--- config.mk ---
export PLATFORM = sky130hd
export DESIGN_NAME = move_selector
export DESIGN_NICKNAME = d
export VERILOG_FILES = /design/src/rtl/game_pkg.sv /design/src/rtl/board_cursor_decode.sv /design/src/rtl/move_selector.sv
export SDC_FILE = /design/constraint.sdc
export NUM_CORES = 1
export LEC_CHECK = 0
export ABC_AREA = 1
export CORE_MARGIN = 5
export CORE_UTILIZATION = 37
export CTS_BUF_LIST = sky130_fd_sc_hd__clkbuf_8
export DETAILED_ROUTE_END_ITERATION = 8
export HOLD_SLACK_MARGIN = 0.03
export MAX_ROUTING_LAYER = met4
export PLACE_DENSITY = 0.83
export SETUP_SLACK_MARGIN = 0.02
export SLEW_MARGIN = 20
export SYNTH_ARGS = -nofsm -noshare
export SYNTH_HDL_FRONTEND = slang
export SYNTH_SLANG_ARGS = --single-unit
--- constraint.sdc ---
create_clock -name clk -period 2.2 [get_ports clk]
set_input_delay 0.44 -clock clk [delete_from_list [all_inputs] [get_ports clk]]
set_output_delay 0.44 -clock clk [all_outputs]
set_load 0.1 [all_outputs]
--- src/rtl/game_pkg.sv ---
// Shared chess-board types and default geometry for the VGA game layer.
// Holds the move-selection state type and the board origin/square size.
package game_pkg;

    typedef enum logic [2:0] {
        IDLE,
        PICK,
        SELECT,
        COMMIT,
        HANDOFF
    } sel_state_t;

    localparam int BOARD_X0 = 256;
    localparam int BOARD_Y0 = 128;
    localparam int SQ_LOG2  = 6;

endpackage

--- src/rtl/board_cursor_decode.sv ---
// Combinational pixel to {row, col} board square converter.
// Shared by the move selector and the highlight renderer.
module board_cursor_decode #(
    parameter int BOARD_X0 = game_pkg::BOARD_X0,
    parameter int BOARD_Y0 = game_pkg::BOARD_Y0,
    parameter int SQ_LOG2  = game_pkg::SQ_LOG2,
    parameter int ROW_W    = 3,
    parameter int COL_W    = 3
) (
    input  logic [11:0]            xpos,
    input  logic [11:0]            ypos,
    output logic [ROW_W+COL_W-1:0] pos,
    output logic                   in_board
);

    localparam int W_PIX = (1 << COL_W) << SQ_LOG2;
    localparam int H_PIX = (1 << ROW_W) << SQ_LOG2;

    logic [12:0] xe, ye;
    logic [11:0] dx, dy, sx, sy;
    logic        in_x, in_y;

    always_comb begin
        xe = {1'b0, xpos};
        ye = {1'b0, ypos};
        in_x = (xe >= 13'(BOARD_X0)) && (xe < 13'(BOARD_X0 + W_PIX));
        in_y = (ye >= 13'(BOARD_Y0)) && (ye < 13'(BOARD_Y0 + H_PIX));
        in_board = in_x && in_y;
        // Origin subtraction wraps in 12 bits; only meaningful when in_board.
        dx = xpos - 12'(BOARD_X0);
        dy = ypos - 12'(BOARD_Y0);
        sx = dx >> SQ_LOG2;
        sy = dy >> SQ_LOG2;
        pos = {sy[ROW_W-1:0], sx[COL_W-1:0]};
    end

endmodule

--- src/rtl/move_selector.sv ---
// Cursor decode and pick/select/commit FSM handing moves to the game layer.
// Optional abandon-on-inactivity timeout: define MOVE_SELECTOR_TIMEOUT_EN.
module move_selector #(
    parameter int BOARD_X0       = game_pkg::BOARD_X0,
    parameter int BOARD_Y0       = game_pkg::BOARD_Y0,
    parameter int SQ_LOG2        = game_pkg::SQ_LOG2,
    parameter int ROW_W          = 3,
    parameter int COL_W          = 3,
    parameter int TIMEOUT_FRAMES = 600,
    localparam int POS_W         = ROW_W + COL_W,
    localparam int NSQ           = 1 << POS_W
) (
    input  logic             clk,
    input  logic             rst,
    input  logic             frame_tick,
    input  logic [11:0]      mouse_xpos,
    input  logic [11:0]      mouse_ypos,
    input  logic             mouse_left,
    input  logic             my_turn,
    input  logic [NSQ-1:0]   own_piece,
    input  logic [NSQ-1:0]   possible_moves,
    input  logic             move_ack,
    output logic [POS_W-1:0] cursor_pos,
    output logic             cursor_in_board,
    output logic             pick_active,
    output logic [POS_W-1:0] pick_pos,
    output logic             move_valid,
    output logic [POS_W-1:0] move_from,
    output logic [POS_W-1:0] move_to,
    output logic             sel_timeout
);

    import game_pkg::*;

    sel_state_t       state;
    logic [POS_W-1:0] cur;
    logic             in_board;
    logic             btn_prev;
    logic             press;
    logic             hit_own;
    logic             hit_move;
    logic             to_fire;

    board_cursor_decode #(
        .BOARD_X0 (BOARD_X0),
        .BOARD_Y0 (BOARD_Y0),
        .SQ_LOG2  (SQ_LOG2),
        .ROW_W    (ROW_W),
        .COL_W    (COL_W)
    ) u_decode (
        .xpos     (mouse_xpos),
        .ypos     (mouse_ypos),
        .pos      (cur),
        .in_board (in_board)
    );

    assign press    = mouse_left && !btn_prev;
    assign hit_own  = own_piece[cur];
    assign hit_move = possible_moves[cur];

`ifdef MOVE_SELECTOR_TIMEOUT_EN
    localparam int CNT_W = $clog2(TIMEOUT_FRAMES + 1);
    logic [CNT_W-1:0] to_cnt;
    logic             waiting;

    assign waiting = (state == PICK) || (state == SELECT);
    // A press restarts the inactivity window, so it never fires with a press.
    assign to_fire = frame_tick && waiting && !press &&
                     (int'(to_cnt) + 1 >= TIMEOUT_FRAMES);

    always_ff @(posedge clk) begin
        if (rst) begin
            to_cnt <= '0;
        end else if (frame_tick && press) begin
            to_cnt <= '0;
        end else if (frame_tick && waiting) begin
            to_cnt <= to_cnt + 1'b1;
        end
    end
`else
    localparam int UNUSED_TIMEOUT = TIMEOUT_FRAMES;
    assign to_fire = 1'b0;
`endif

    always_ff @(posedge clk) begin
        if (rst) begin
            state           <= IDLE;
            btn_prev        <= 1'b0;
            cursor_pos      <= '0;
            cursor_in_board <= 1'b0;
            pick_active     <= 1'b0;
            pick_pos        <= '0;
            move_valid      <= 1'b0;
            move_from       <= '0;
            move_to         <= '0;
            sel_timeout     <= 1'b0;
        end else begin
            sel_timeout <= 1'b0;
            if (frame_tick) begin
                btn_prev        <= mouse_left;
                cursor_in_board <= in_board;
                if (in_board) cursor_pos <= cur;
            end
            if (to_fire) begin
                state       <= IDLE;
                pick_active <= 1'b0;
                sel_timeout <= 1'b1;
            end else begin
                unique case (state)
                    IDLE: begin
                        if (frame_tick && press && my_turn &&
                            in_board && hit_own) begin
                            state       <= PICK;
                            pick_pos    <= cur;
                            pick_active <= 1'b1;
                        end
                    end
                    PICK: begin
                        if (frame_tick && !mouse_left) state <= SELECT;
                    end
                    SELECT: begin
                        if (frame_tick) begin
                            if (!my_turn) begin
                                state       <= IDLE;
                                pick_active <= 1'b0;
                            end else if (press && in_board) begin
                                if (cur == pick_pos) begin
                                    state       <= IDLE;
                                    pick_active <= 1'b0;
                                end else if (hit_own) begin
                                    state    <= PICK;
                                    pick_pos <= cur;
                                end else if (hit_move) begin
                                    state   <= COMMIT;
                                    move_to <= cur;
                                end
                            end
                        end
                    end
                    COMMIT: begin
                        if (frame_tick && !mouse_left) begin
                            state       <= HANDOFF;
                            move_from   <= pick_pos;
                            move_valid  <= 1'b1;
                            pick_active <= 1'b0;
                        end
                    end
                    HANDOFF: begin
                        // Handshake runs at clk rate, independent of frames.
                        if (move_ack) begin
                            state      <= IDLE;
                            move_valid <= 1'b0;
                        end
                    end
                    default: state <= IDLE;
                endcase
            end
        end
    end

endmodule
# Word level (Yosys, flattened, before mapping)
# Cells that the tools add are included.
# totals
regBits,31
word_cells,90
# classes
n_addsub,2
order_cmp,5
eq_ne,17
muxes,32
n_bitwise,2
n_reduce_logical,23
# op_table
cell,n
6-bit two-way mux,6
3-bit two-way mux,10
"12-bit by 10-bit < comparator with 1-bit output, second input constant",2
7-bit AND reduction,3
"2-bit inequality test, second input constant",9
3-bit case mux with 5 select lines,1
1-bit binary-select mux with 6-bit select,2
"12-bit by 8-bit greater-or-equal comparator with 1-bit output, second input constant",1
"12-bit by 9-bit greater-or-equal comparator with 1-bit output, second input constant",1
6-bit case mux with 2 select lines,1
1-bit logical AND,10
1-bit two-way mux,10
"9-bit by 8-bit subtractor with 9-bit output, second input constant",1
"9-bit subtractor, second input constant",1
"6-bit by 7-bit < comparator with 1-bit output, second input constant",1
"3-bit by 2-bit == test with 1-bit output, second input constant",2
6-bit == test,1
"3-bit inequality test, second input constant",2
6-bit AND reduction,1
"5-bit inequality test, second input constant",1
2-bit AND reduction,2
2-bit nonzero test,2
"3-bit by 1-bit == test with 1-bit output, second input constant",1
"3-bit == test, second input constant",1
other kinds (7),9

# Logic depth before layout (Yosys ltp)
# depth
depth_word,10
mapped_depth,19
ltp_nobuf,16

# Modules after synthesis
# A second synthesis with hierarchy kept.
# hier_totals
cells_unflattened,510
hier_area_um2,2731.4
# by_module_without_submodules
module,n_inst,cells_each,area_per_inst_um2,seq_area_each_um2
move_selector,1,485,2617.5,620.6
board_cursor_decode,1,25,113.9,0.0

# Worst setup path before layout
# Ideal clock, no wire load.
# synth_timing
path_type,register to register
start,register pick_pos[3]
end,register state[0]
setup_ns,0.113
t_arrival_ns,1.993
required_ns,2.087
slack_ns,0.094
stages_incl_launch_ff,12
path_buffers,0
period_less_slack_ns,2.106
path_cell_list,dfxtp_1 > xor2_1 > nor3b_1 > nand3_1 > nand2_1 > nor2_1 > nand3_1 > nor2_1 > nor2_1 > nand3_1 > nand2_1 > nor2_1
# synth_via
elab_chain_cells,6
elab_cells_between_ends,8
# synth_lines
item,line_no,text
start: declaration,move_selector.sv:26,"output logic [POS_W-1:0] pick_pos,"
start signal: assignment,move_selector.sv:114,pick_pos <= cur;
start signal: assignment,move_selector.sv:132,pick_pos <= cur;
6-bit == test *,move_selector.sv:127,if (cur == pick_pos) begin
3-bit two-way mux,move_selector.sv:127,
3-bit two-way mux,move_selector.sv:126,end else if (press && in_board) begin
3-bit two-way mux,move_selector.sv:123,if (!my_turn) begin
3-bit two-way mux,move_selector.sv:122,if (frame_tick) begin
3-bit case mux with 5 select lines,move_selector.sv:109,unique case (state)
end signal: assignment,move_selector.sv:113,state <= PICK;
end signal: assignment,move_selector.sv:124,state <= IDLE;
end signal: assignment,move_selector.sv:128,state <= IDLE;
end: declaration,move_selector.sv:35,sel_state_t state;
# Every way passes the cells marked *; elsewhere a longest branch is shown, timed or not. The select of a mux whose other input is x is not followed.
# A chain may end at the register's enable or synchronous reset.

# Worst setup path after layout
# layout_timing
start,input mouse_ypos[0]
end,register move_to[2]
# layout_via
elab_chain_cells,5
elab_cells_between_ends,14
# layout_lines
item,line_no,text
start: declaration,move_selector.sv:17,"input logic [11:0] mouse_ypos,"
9-bit by 8-bit subtractor with 9-bit output (tied with other cells),board_cursor_decode.sv:31,dy = ypos - 12'(BOARD_Y0);
1-bit binary-select mux with 6-bit select or 1-bit logical AND (tied branches),"move_selector.sv:58, board_cursor_decode.sv:27",
1-bit two-way mux (not written as such) or 1-bit logical AND (tied branches),"move_selector.sv:58, board_cursor_decode.sv:28",
1-bit NOT (no source line) or 1-bit logical AND (tied branches),n/a,
7-bit AND reduction (no source line) *,n/a,
end signal: assignment,move_selector.sv:135,move_to <= cur;
end: declaration,move_selector.sv:29,"output logic [POS_W-1:0] move_to,"
# Marks and branches as above.

==> flow_metrics.env <==
export IMPL_status="completed"
export IMPL_ys_flop_type="dfxtp_1"
export IMPL_vias=4159
export IMPL_port_buffers=178
export IMPL_cp_startpoint="mouse_ypos[0]"
export IMPL_rsz0062_at_grt="no"
export IMPL_fin_nets=866
export IMPL_die_x_um=96.9
export IMPL_antennaDiodeCount=0
export IMPL_grt_start_max_net_pins=34
export IMPL_yosysTopAreaCell="nand2_1"
export IMPL_cts_hold_buffers=0
export IMPL_min_period_ns=2.09
export IMPL_cp_slowest_stage_delay_ns=0.40
export IMPL_coreArea_mm2=0.00729
export IMPL_pwr_density_cell_mw_per_mm2=418
export IMPL_critPathMaxFanout=2
export IMPL_first_pass_iters=4
export IMPL_end_kind="register"
export IMPL_yosysMostFrequentCell="nand2_1"
export IMPL_synth_xor_xnor_area_share_pct=0.941
export IMPL_cap_viol_max_count=0
export IMPL_path_clk_slew_ns=0.07
export IMPL_die_h_um=96.9
export IMPL_r2r_start="state[2]$_SDFFE_PP0P_"
export IMPL_synthMuxAreaShare_pct=0
export IMPL_cpMaxStageDelayCell="clkdlybuf4s50_1"
export IMPL_grt_pass1_wl_mm=19.1
export IMPL_drc=0
export IMPL_io_pin_count=186
export IMPL_synthTopCellsByArea="nand2_1, dfxtp_1, nand3_1"
export IMPL_timing_final_crit_share_pct=94.8
export IMPL_std_cell_rows=31
export IMPL_yosys_area_top_type_share_pct=25.8
export IMPL_worstHoldPathType="reg -> reg"
export IMPL_synth_fp_nets=670
export IMPL_antenna_found_initial=0
export IMPL_h_tree_depth=2
export IMPL_synthTopCellsByCount="nand2_1, nand3_1, nor2_1, dfxtp_1, o21ai_0"
export IMPL_ys_ff_latch=31
export IMPL_ant_nets=0
export IMPL_synth_edf_count=0
export IMPL_synthSimpleGateAreaFrac_pct=55.8
export IMPL_hpwl_mm=9.41
export IMPL_synthArstFlopShare_pct=0
export IMPL_drive_above_1_share_pct=15.1
export IMPL_drt_iter0_drc=201
export IMPL_cts_sink_count=31
export IMPL_clockRootBuffer="clkbuf_8"
export IMPL_cp_start_kind="primary input"
export IMPL_clk_latency_ns=0.28
export IMPL_synth_compound_area_share_pct=9.23
export IMPL_avgRoutedWirePerCell_um=14.8
export IMPL_dieArea_mm2=0.00938
export IMPL_fillers=637
export IMPL_synth_top_family_by_area="simple AND/OR/NAND/NOR gates"
export IMPL_criticalPathCategory="in -> reg"
export IMPL_grt_usage_pct=24.6
export IMPL_place_area_mm2=0.00478
export IMPL_vdd_ir_drop_max_mv=0.492
export IMPL_yosys_cell_types_count=31
export IMPL_netlist_instances=511
export IMPL_clock_path_buffers=2
export IMPL_reg2regPathDepth=9
export IMPL_syn_area_per_cell_um2=5.46
export IMPL_leakage_nw=2.34
export IMPL_initial_core_util_pct=38.3
export IMPL_synthAdderAreaFrac_pct=0.448
export IMPL_crit_required_ns=2.38
export IMPL_regArea_um2=621
export IMPL_syn_area_mm2=0.00279
export IMPL_ys_warn_count=0
export IMPL_crit_chain="clkdlybuf4s50_1 > nor2_1 > nand4_1 > o21ai_2 > buf_4 > nand2_1 > nor2_1 > nand3_1 > nor3_2 > nand4_1 > o21ai_1 > nor2_1"
export IMPL_crit_family="simple AND/OR/NAND/NOR gates"
export IMPL_min_path_cells=2
export IMPL_slew_viol_final=0
export IMPL_fin_setup_tns_ns=0
export IMPL_fmax_mhz=479
export IMPL_cts_tree="yes"
export IMPL_numCtsBuffers=5
export IMPL_multiInputGateArea_mm2=0.00193
export IMPL_critical_path_depth=12
export IMPL_clock_skew_ns=0.00388
export IMPL_finalInstanceArea_mm2=0.00503
export IMPL_hold_violations=0
export IMPL_hold_start="move_valid$_SDFFE_PP0P_"
export IMPL_worst_path_most_repeated_cell="nor2_1"
export IMPL_seq_area_frac_synth_pct=22.2
export IMPL_drt_wl_total_mm=11.9
export IMPL_critPathArrivalTime_ns=2.26
export IMPL_drt_vias_per_instance=5.16
export IMPL_setup_viol=0
export IMPL_grt_pass1_vias=4144
export IMPL_overflow=0
export IMPL_worstPathBufferInverterCount=2
export IMPL_gp_congestion=0.961
export IMPL_area_growth_pct=80.2
worst min-delay path, cell delays in order (launching register included):
cell and delay (ns):
dfxtp_1 0.31, nand2_1 0.06, a21oi_1 0.05
where the power goes:
group,internal [mW],switching [mW]
clock network,0.245,0.208
registers,0.588,0.0152
logic,0.512,0.534
total,1.34,0.757
worst paths after layout:
path,slack (ns),end
worst max-delay path,0.11,move_to[2]$_SDFFE_PP0P_
worst min-delay path,0.46,move_valid$_SDFFE_PP0P_
worst max register to register,0.41,move_to[2]$_SDFFE_PP0P_
worst min register to register,0.46,move_valid$_SDFFE_PP0P_
final cells by class:
class / instances / area share (%)
Multi-Input combinational cell: 422 / 38.3
Timing Repair Buffer: 221 / 43.0
Clock buffer: 6 / 1.64
Clock inverter: 1 / 0.0995
Tap cell: 99 / 2.46
Sequential cell: 31 / 12.3
Inverter: 26 / 2.11
state kept, by name, indices dropped and copies added, names as in the netlist:
register         count
cursor_in_board      1
state                3
btn_prev             1
pick_active          1
move_valid           1
move_from            6
move_to              6
pick_pos             6
cursor_pos           6
timing repair:
item / 4_1_cts / 5_1_grt
setup buffers: 3 / 2
endpoints found under the setup margin: 10 / 15
cloned: 1 / 0
endpoints found under the hold margin: 0 / 0
gates resized for setup: 6 / 40
pin swaps: 3 / 18
metal layers:
layer / vias up / routed length [um] / track usage (%)
met2: 201 / 5850 / 43.0
met4: 0 / 314 / 7.45
met3: 31 / 887 / 3.53
met1: 1875 / 4890 / 29.3
met5: - / 0 / -
li1: 2052 / - / -
cells by family (layout without fill, tap and decap cells):
| logic type | count (synthesis) | count (layout) |
|---|---|---|
| other | 1 | 1 |
| buffers and inverters | 58 | 254 |
| AOI/OAI and AO/OA | 49 | 49 |
| DFF | 31 | 31 |
| adders and majority gates | 1 | 1 |
| xor gates and xnor gates | 3 | 3 |
| and+or+nand+nor | 368 | 368 |
per-stage QoR:
stage	power (mW)	hold WS, ns	setup slack, ns	instances	util (%)
6_report	2.10	0.463	0.114	806	69.0
4_1_cts	2.06	0.466	0.00686	804	67.7
5_1_grt	2.23	0.506	0.0133	806	69.0
2_1_floorplan	1.14	0.455	0.0942	511	-
3_5_place_dp	1.59	0.457	-0.386	793	65.5
3_3_place_gp	1.56	0.449	-0.297	793	65.5
layout by cell type, fill, tap and decap left out, drive strengths merged:
master,n
nor3,3
xor2,3
bufbuf,1
o21ai,25
inv,24
dfxtp,31
or2,2
nand4,4
o21a,1
clkbuf,9
nand3,114
nor3b,1
o21bai,2
clkinvlp,1
ha,1
a211oi,1
dlymetal6s2s,6
buf,69
a21oi,19
nand2,193
clkinv,2
o31ai,1
conb,1
clkdlybuf4s50,142
nor2,51
Power figures use the tool's default switching activity.
